[config.mk]
export PLATFORM = sky130hd
export DESIGN_NAME = ds2411_id_sequencer
export DESIGN_NICKNAME = d
export VERILOG_FILES = /design/src/rtl/ds2411_id_sequencer.sv
export SDC_FILE = /design/constraint.sdc
export NUM_CORES = 1
export LEC_CHECK = 0
export ABC_CLOCK_PERIOD_IN_PS = 2700
export BUFFER_PORTS_ARGS = -buffer_cell sky130_fd_sc_hd__clkbuf_2
export CAP_MARGIN = 20
export CORE_ASPECT_RATIO = 0.8
export CORE_MARGIN = 1
export CORE_UTILIZATION = 51
export CTS_BUF_LIST = sky130_fd_sc_hd__clkbuf_2 sky130_fd_sc_hd__clkbuf_4 sky130_fd_sc_hd__clkbuf_8
export DETAILED_ROUTE_END_ITERATION = 10
export GPL_TIMING_DRIVEN = 1
export PLACE_DENSITY = 0.73
export SLEW_MARGIN = 25
export SYNTH_ARGS = -nofsm -noshare
export SYNTH_HDL_FRONTEND = slang
export SYNTH_SLANG_ARGS = --single-unit
[constraint.sdc]
create_clock -name clk -period 2.7 [get_ports clk]
set_input_delay 0.27 -clock clk [delete_from_list [all_inputs] [get_ports clk]]
set_output_delay 0.27 -clock clk [all_outputs]
set_load 0.01 [all_outputs]
[src/rtl/ds2411_id_sequencer.sv]
// DS2411 ROM-ID sequencer: launches read_ds2411, validates the family code (and the Dallas CRC-8
// when the DS2411_CRC_EN macro is defined), retries with a holdoff, and holds the last good ID.
module ds2411_id_sequencer #(
  parameter int unsigned MAX_RETRY = 3,
  parameter int unsigned RETRY_GAP = 1000,
  parameter int unsigned TIMEOUT   = 200000,
  parameter logic [7:0]  FAMILY    = 8'h01
) (
  input  logic        clk,
  input  logic        reset_n,
  input  logic        start,
  output logic        rd_go,
  input  logic        rd_done,
  input  logic        rd_error,
  input  logic [63:0] rd_result,
  output logic        busy,
  output logic        id_valid,
  output logic [47:0] id,
  output logic [7:0]  family,
  output logic        fail,
  output logic [3:0]  retry_cnt
);

  localparam int unsigned TmoW = (TIMEOUT > 1) ? $clog2(TIMEOUT) : 1;
  localparam int unsigned GapW = (RETRY_GAP > 1) ? $clog2(RETRY_GAP) : 1;
  localparam logic [TmoW-1:0] TmoLast  = TmoW'(TIMEOUT - 1);
  localparam logic [GapW-1:0] GapLast  = GapW'(RETRY_GAP - 1);
  localparam logic [3:0]      RetryMax = 4'(MAX_RETRY);

  typedef enum logic [2:0] {
    StIdle, StLaunch, StWait, StCheck, StAttFail, StGap, StValid, StFail
  } state_e;

  state_e            state_q, state_d;
  logic              auto_q, auto_d;
  logic [TmoW-1:0]   tmo_q, tmo_d;
  logic [GapW-1:0]   gap_q, gap_d;
  logic [63:0]       shadow_q, shadow_d;
  logic [47:0]       id_q, id_d;
  logic [7:0]        family_q, family_d;
  logic              id_valid_q, id_valid_d;
  logic              fail_q, fail_d;
  logic [3:0]        retry_q, retry_d;
  logic              check_done, check_ok, fam_ok;

`ifdef DS2411_CRC_EN
  logic [7:0]        crc_q, crc_d, crc_next;
  logic [5:0]        bit_q, bit_d;
  logic              crc_fb;
`else
  logic              unused_crc_byte;
  assign unused_crc_byte = ^shadow_q[63:56];
`endif

  assign fam_ok = (shadow_q[7:0] == FAMILY);

  always_ff @(posedge clk or negedge reset_n) begin
    if (!reset_n) begin
      state_q    <= StIdle;
      auto_q     <= 1'b1;
      tmo_q      <= '0;
      gap_q      <= '0;
      shadow_q   <= '0;
      id_q       <= '0;
      family_q   <= '0;
      id_valid_q <= 1'b0;
      fail_q     <= 1'b0;
      retry_q    <= '0;
`ifdef DS2411_CRC_EN
      crc_q      <= '0;
      bit_q      <= '0;
`endif
    end else begin
      state_q    <= state_d;
      auto_q     <= auto_d;
      tmo_q      <= tmo_d;
      gap_q      <= gap_d;
      shadow_q   <= shadow_d;
      id_q       <= id_d;
      family_q   <= family_d;
      id_valid_q <= id_valid_d;
      fail_q     <= fail_d;
      retry_q    <= retry_d;
`ifdef DS2411_CRC_EN
      crc_q      <= crc_d;
      bit_q      <= bit_d;
`endif
    end
  end

  always_comb begin
    state_d    = state_q;
    auto_d     = auto_q;
    tmo_d      = tmo_q;
    gap_d      = gap_q;
    shadow_d   = shadow_q;
    id_d       = id_q;
    family_d   = family_q;
    id_valid_d = id_valid_q;
    fail_d     = fail_q;
    retry_d    = retry_q;
    rd_go      = 1'b0;
    check_done = 1'b0;
    check_ok   = 1'b0;
`ifdef DS2411_CRC_EN
    crc_d    = crc_q;
    bit_d    = bit_q;
    crc_fb   = crc_q[0] ^ shadow_q[bit_q];
    crc_next = {1'b0, crc_q[7:1]} ^ (crc_fb ? 8'h8C : 8'h00);
`endif

    unique case (state_q)
      StIdle: begin
        if (auto_q || start) begin
          state_d = StLaunch;
          auto_d  = 1'b0;
          retry_d = '0;
        end
      end
      StLaunch: begin
        rd_go   = 1'b1;
        tmo_d   = '0;
        state_d = StWait;
`ifdef DS2411_CRC_EN
        crc_d = '0;
        bit_d = '0;
`endif
      end
      StWait: begin
        tmo_d = tmo_q + 1'b1;
        if (rd_done && !rd_error) begin
          shadow_d = rd_result;
          state_d  = StCheck;
        end else if (rd_done || (tmo_q == TmoLast)) begin
          state_d = StAttFail;
        end
      end
      StCheck: begin
`ifdef DS2411_CRC_EN
        // One ROM bit per cycle, LSB first; the last bit's update feeds the compare.
        crc_d = crc_next;
        bit_d = bit_q + 6'd1;
        if (bit_q == 6'd55) begin
          check_done = 1'b1;
          check_ok   = fam_ok && (crc_next == shadow_q[63:56]);
        end
`else
        check_done = 1'b1;
        check_ok   = fam_ok;
`endif
        if (check_done) begin
          if (check_ok) begin
            state_d    = StValid;
            id_d       = shadow_q[55:8];
            family_d   = shadow_q[7:0];
            id_valid_d = 1'b1;
          end else begin
            state_d = StAttFail;
          end
        end
      end
      StAttFail: begin
        retry_d = (retry_q == 4'hF) ? 4'hF : retry_q + 4'd1;
        gap_d   = '0;
        if (retry_q == RetryMax) begin
          state_d = StFail;
          fail_d  = 1'b1;
        end else begin
          state_d = StGap;
        end
      end
      StGap: begin
        gap_d = gap_q + 1'b1;
        if (gap_q == GapLast) state_d = StLaunch;
      end
      StValid, StFail: begin
        if (start) begin
          state_d = StLaunch;
          retry_d = '0;
          fail_d  = 1'b0;
        end
      end
      default: state_d = StIdle;
    endcase
  end

  assign busy      = !(state_q inside {StIdle, StValid, StFail});
  assign id_valid  = id_valid_q;
  assign id        = id_q;
  assign family    = family_q;
  assign fail      = fail_q;
  assign retry_cnt = retry_q;

endmodule

# Yosys cells after proc, flatten, opt, wreduce, memory -nomap -nowiden
# Index checks and enable logic that the tools add are counted.
[op_classes]
n_addsub = 3
eq_ne = 17
muxes = 18
reduce_logical = 18
[op_table]
columns = ["op", "count"]
rows = [
  ["18-bit one-hot mux with 2 select lines", 1],
  ["3-bit one-hot mux with 7 select lines", 1],
  ["10-bit one-hot mux with 2 select lines", 1],
  ["18-bit by 1-bit adder with 18-bit output, second input constant", 1],
  ["18-bit == test, second input constant", 1],
  ["3-bit 2-to-1 mux", 5],
  ["3-bit == test, second input constant", 4],
  ["4-bit 2-to-1 mux", 3],
  ["4-bit one-hot mux with 3 select lines", 1],
  ["10-bit by 1-bit adder with 10-bit output, second input constant", 1],
  ["10-bit == test, second input constant", 1],
  ["8-bit by 1-bit == test with 1-bit output, second input constant", 1],
  ["2-bit != test, second input constant", 4],
  ["3-bit by 2-bit == test with 1-bit output, second input constant", 2],
  ["2-bit AND reduction", 3],
  ["3-bit AND reduction", 2],
  ["2-bit nonzero test", 3],
  ["3-bit nonzero test", 2],
  ["4-bit by 1-bit adder with 4-bit output, second input constant", 1],
  ["4-bit by 2-bit == test with 1-bit output, second input constant", 1],
  ["4-bit == test, second input constant", 1],
  ["2-bit 2-to-1 mux", 2],
  ["4-bit AND reduction", 1],
  ["3-bit by 1-bit == test with 1-bit output, second input constant", 1],
  ["8 further kinds", 12],
]
[totals]
register_bits = 150
inputBits = 69
output_inout_bits = 64
elab_cells = 66

# Logic depth before layout (Yosys ltp)
[logic_depth]
depth_word = 5
mapped_depth = 7
ltp_nobuf = 5

# Least setup slack after synthesis
# No wires, ideal clock.
[synth_timing]
path_type = "register -> register"
start = "register state_q[2]"
end = "register shadow_q[0]"
setup_time_ns = 0.127
arrival_ns = 1.618
t_required_ns = 2.573
setup_slack_ns = 0.955
path_stages_with_launch = 7
period_less_slack_ns = 1.745
cell_sequence = "dfrtp_1 > clkbuf_2 > or3b_1 > nor2_2 > buf_6 > buf_8 > mux2_1"
[synth_between]
elab_chain_len = 2
[synth_lines]
columns = ["element", "line_no", "text"]
rows = [
  ["from (decl)", "34", "state_e state_q, state_d;"],
  ["from (signal assigned)", "59", "state_q <= StIdle;"],
  ["from (signal assigned)", "74", "state_q <= state_d;"],
  ["3-bit by 2-bit == test with 1-bit output", "112", "unique case (state_q)"],
  ["2-bit AND reduction (no line)", "n/a", ""],
  ["to (signal assigned)", "78", "shadow_q <= shadow_d;"],
  ["to (decl)", "38", "logic [63:0] shadow_q, shadow_d;"],
]
# No other way between the ends.
# A chain may end at the register's enable or synchronous reset.

# Worst setup path in the final report
[layout_timing]
start = "register state_q[1]"
end = "output rd_go"
[layout_between]
elab_chain_len = 2
[layout_lines]
columns = ["element", "line_no", "text"]
rows = [
  ["3-bit by 1-bit == test with 1-bit output", "112", ""],
  ["1-bit 2-to-1 mux", "112", ""],
  ["to (decl)", "12", "output logic rd_go,"],
]
# No other way between the ends.

==> results.tsv <==
metric	value	unit
status	finished, final reports clean	
clock latency on the worst-skew pair	0.44	ns
die area	12730	um^2
static leakage	3.746	nW
DR vias	4183	
largest net degree at the start of global routing	68	
H-tree levels	4	
internal power	4.894	mW
die width	125.9	um
Synth Flop Type	dfrtp_1	
# rows	35	
post-cts resize count	0	
Synth warnings	0	
Peak VDD IR	0.6204	mV
# clock sinks	150	
DP Worst Slack	0.5815	ns
CP max FO	18	
part of the power in combinational logic	27.7	%
XOR/XNOR share of the synthesized area	0	%
nature of the critical path endpoint	output port	
CTS buffer count	17	
hold path cells	2	
setup TNS	0	ns
library cells used by synthesis	48	
largest family of logic cells by synthesized area	multiplexers	
Cell Pwr Density	960.7	nW/um^2
drt initial violations	185	
vias per cell	5.548	
Critical Path RT	2.43	ns
synth top area cells	dfrtp_1 60%, mux2_2 12%, mux2_1 5.4%	
I/O pin total	133	
CP Cell Sequence	buf_4 > or3b_2 > inv_1 > clkbuf_2	
Final WS setup	0.5351	ns
Rel. slew slack	49.43	%
Routed Wire Length	12.21	mm
core area	11740	um^2
complex-gate fraction of the synthesized area	7.313	%
GRT Overall Usage	21.08	%
mux cell area share after synthesis	19.88	%
adder-cell share of the synthesized area	0.5994	%
mean post-synth cell area	13.50	um^2
fmax	461.9	MHz
clk slew on worst S/H paths	0.08	ns
Yosys top cell area share	59.54	%
fraction of layout cells with a size suffix above 1	40.59	%
Sw Share	31.56	%
type of the most critical hold path	input pin to register	
initial antenna violation count	0	
Final Cycle Share	80.18	%
Async SR Flop Fraction	100.0	%
clock buffer depth	2	
Post-Synth Simple-Gate Area	9.031	%
Mapped Area	6262	um^2
sw power	2.257	mW
Final Util	63.42	%
DP HPWL	8.325	mm
fillers	907	
Worst Skew	0.01096	ns
crit start category	register	
vias in the first global route	4268	
RSZ-0062 raised after global routing	no	
Die Ht	101.1	um
worst-margin pin slew	0.7540	ns
final setup violating endpoints	0	
Setup CP Type	register to output port	
Seq pwr share	47.6	%
TritonCTS clock tree	done	
Clock Power Share	24.7	%
sequential area share after synthesis	59.96	%
critical path's slowest cell	or3b_2	
ant diodes	0	
Fin. Hold Viols	0	
port bufs	124	
Post-synth EDFFs	0	
Starting Density	53.36	%
Layout Cells excl Fill	754	
fin. max-slew vios	0	
fin crit period	2.165	ns
first-pass GRT wire length	20.92	mm
Syn Nets	536	
GRT overflow	0	
Remaining DRCs	0	
total of max-cap violations	0	
Mapped Cells	464	
CTS root buf	clkbuf_8	
leading area contributor after synthesis	dfrtp_1	
CP peak stage delay	0.57	ns
GPL Wtd Cong	0.8089	
Final Net Count	665	
area grow syn2layout	18.86	%
crit path DAT	1.89	ns
dpl cells	721	
first-pass detailed-route iteration total	4	
antenna-violating nets left	0	
flops & latches, synth	150	
WL per Instance	16.19	um
Worst Reg-to-Reg Cells	4	
-- timing repair --
action | CTS | global route
buffers inserted | 0 | 0
endpoints found under the setup margin | 0 | 0
hold buffers | 1 | 0
hold endpoints to repair | 63 | 0
-- critical path, delay by kind of cell, from the launching register on --
kind	cells	cell delay (ns)
buffers and inverters	3	0.51
DFF	1	0.38
and+or+nand+nor	1	0.57
-- sequential cells by signal, summed over array words and instances (netlist names), 3 cells and up --
signal,count
family,8
gap_q,10
id,48
retry_cnt,4
shadow_q,56
state_q,3
tmo_q,18
-- final cells by class --
type                       instances  area [um^2]  share of cell area (%)
timing repair buffer             135        749.5                   10.07
clock buffer                      20        269.0                   3.614
tap                              148        185.2                   2.488
inverter                           8        30.03                  0.4034
sequential                       150         3755                   50.45
multi-input combinational        281         2311                   31.05
clock inverter                    12        143.9                   1.933
-- placed cells by master, fill, tap and decap left out, drive strengths merged, types with 4 or more instances in the layout --
cell type	count
and3	6
dfrtp	149
nand2b	5
and2	9
buf	11
nor3	8
mux2	104
nand3	6
o31ai	6
nor2b	4
o21ai	25
mux2i	4
a21oi	13
a41oi	4
o211ai	5
inv	12
nand4	10
a31oi	8
nand2	20
o22ai	4
nor2	11
clkbuf	143
clkinv	4
-- power groups by stage --
stage | combinational [mW] | clock, mW | sequential (mW)
6_report | 1.98 | 1.77 | 3.40
5_1_grt | 2.20 | 1.91 | 3.50
4_1_cts | 2.00 | 1.81 | 3.40
3_5_place_dp | 1.99 | 0 | 3.44
3_3_place_gp | 1.91 | 0 | 3.38
2_1_floorplan | 1.18 | 0 | 3.51
-- path summary, 6_finish.rpt --
path                               from      endpoint  slack [ns]
setup / recovery             state_q[1]         rd_go        0.54
min in group asynchronous       reset_n  retry_cnt[1]        0.38
max in group asynchronous       reset_n        id[12]        1.43
hold reg to reg               tmo_q[17]     tmo_q[17]        0.48
setup reg to reg             state_q[0]  shadow_q[17]        0.57
hold / removal             rd_result[5]   shadow_q[5]        0.04
-- routing by layer --
layer  share of wire [%]  global-route usage, %  vias up
li1                    -                      -     1950
met1                  46                  27.95     2121
met2                  49                  34.17       99
met4                 1.2                  8.063        0
met5                   0                      0        -
met3                 4.3                  4.989       13
-- per-stage QoR --
step / cell area [um^2] / hold WS [ns] / power, mW
2_1_floorplan: 6262 / -0.02559 / 4.681
3_3_place_gp: 7020 / 0.2972 / 5.289
3_5_place_dp: 7020 / 0.3036 / 5.434
4_1_cts: 7443 / 0.01600 / 7.213
5_1_grt: 7443 / 0.02902 / 7.607
6_report: 7443 / 0.03798 / 7.151
-- Yosys cell counts (all sizes together), types with 5 or more instances --
cell / number
o21ai: 25
nor2: 11
and2: 9
nand2: 20
mux2: 104
a21oi: 13
inv: 8
o31ai: 6
clkbuf: 7
dfrtp: 149
and3: 6
a31oi: 8
buf: 18
nand2b: 5
o211ai: 5
nand3: 6
nand4: 10
nor3: 8
-- logic make-up after synthesis --
kind of cell             count (synthesis)
flip-flops                             150
multiplexers                           108
AND/OR/NAND/NOR                         96
AO/OA/AOI/OAI                           74
buffers and inverters                   33
adder cells (fa/ha/maj)                  3
Note: power is estimated with default switching activity, not from simulation.
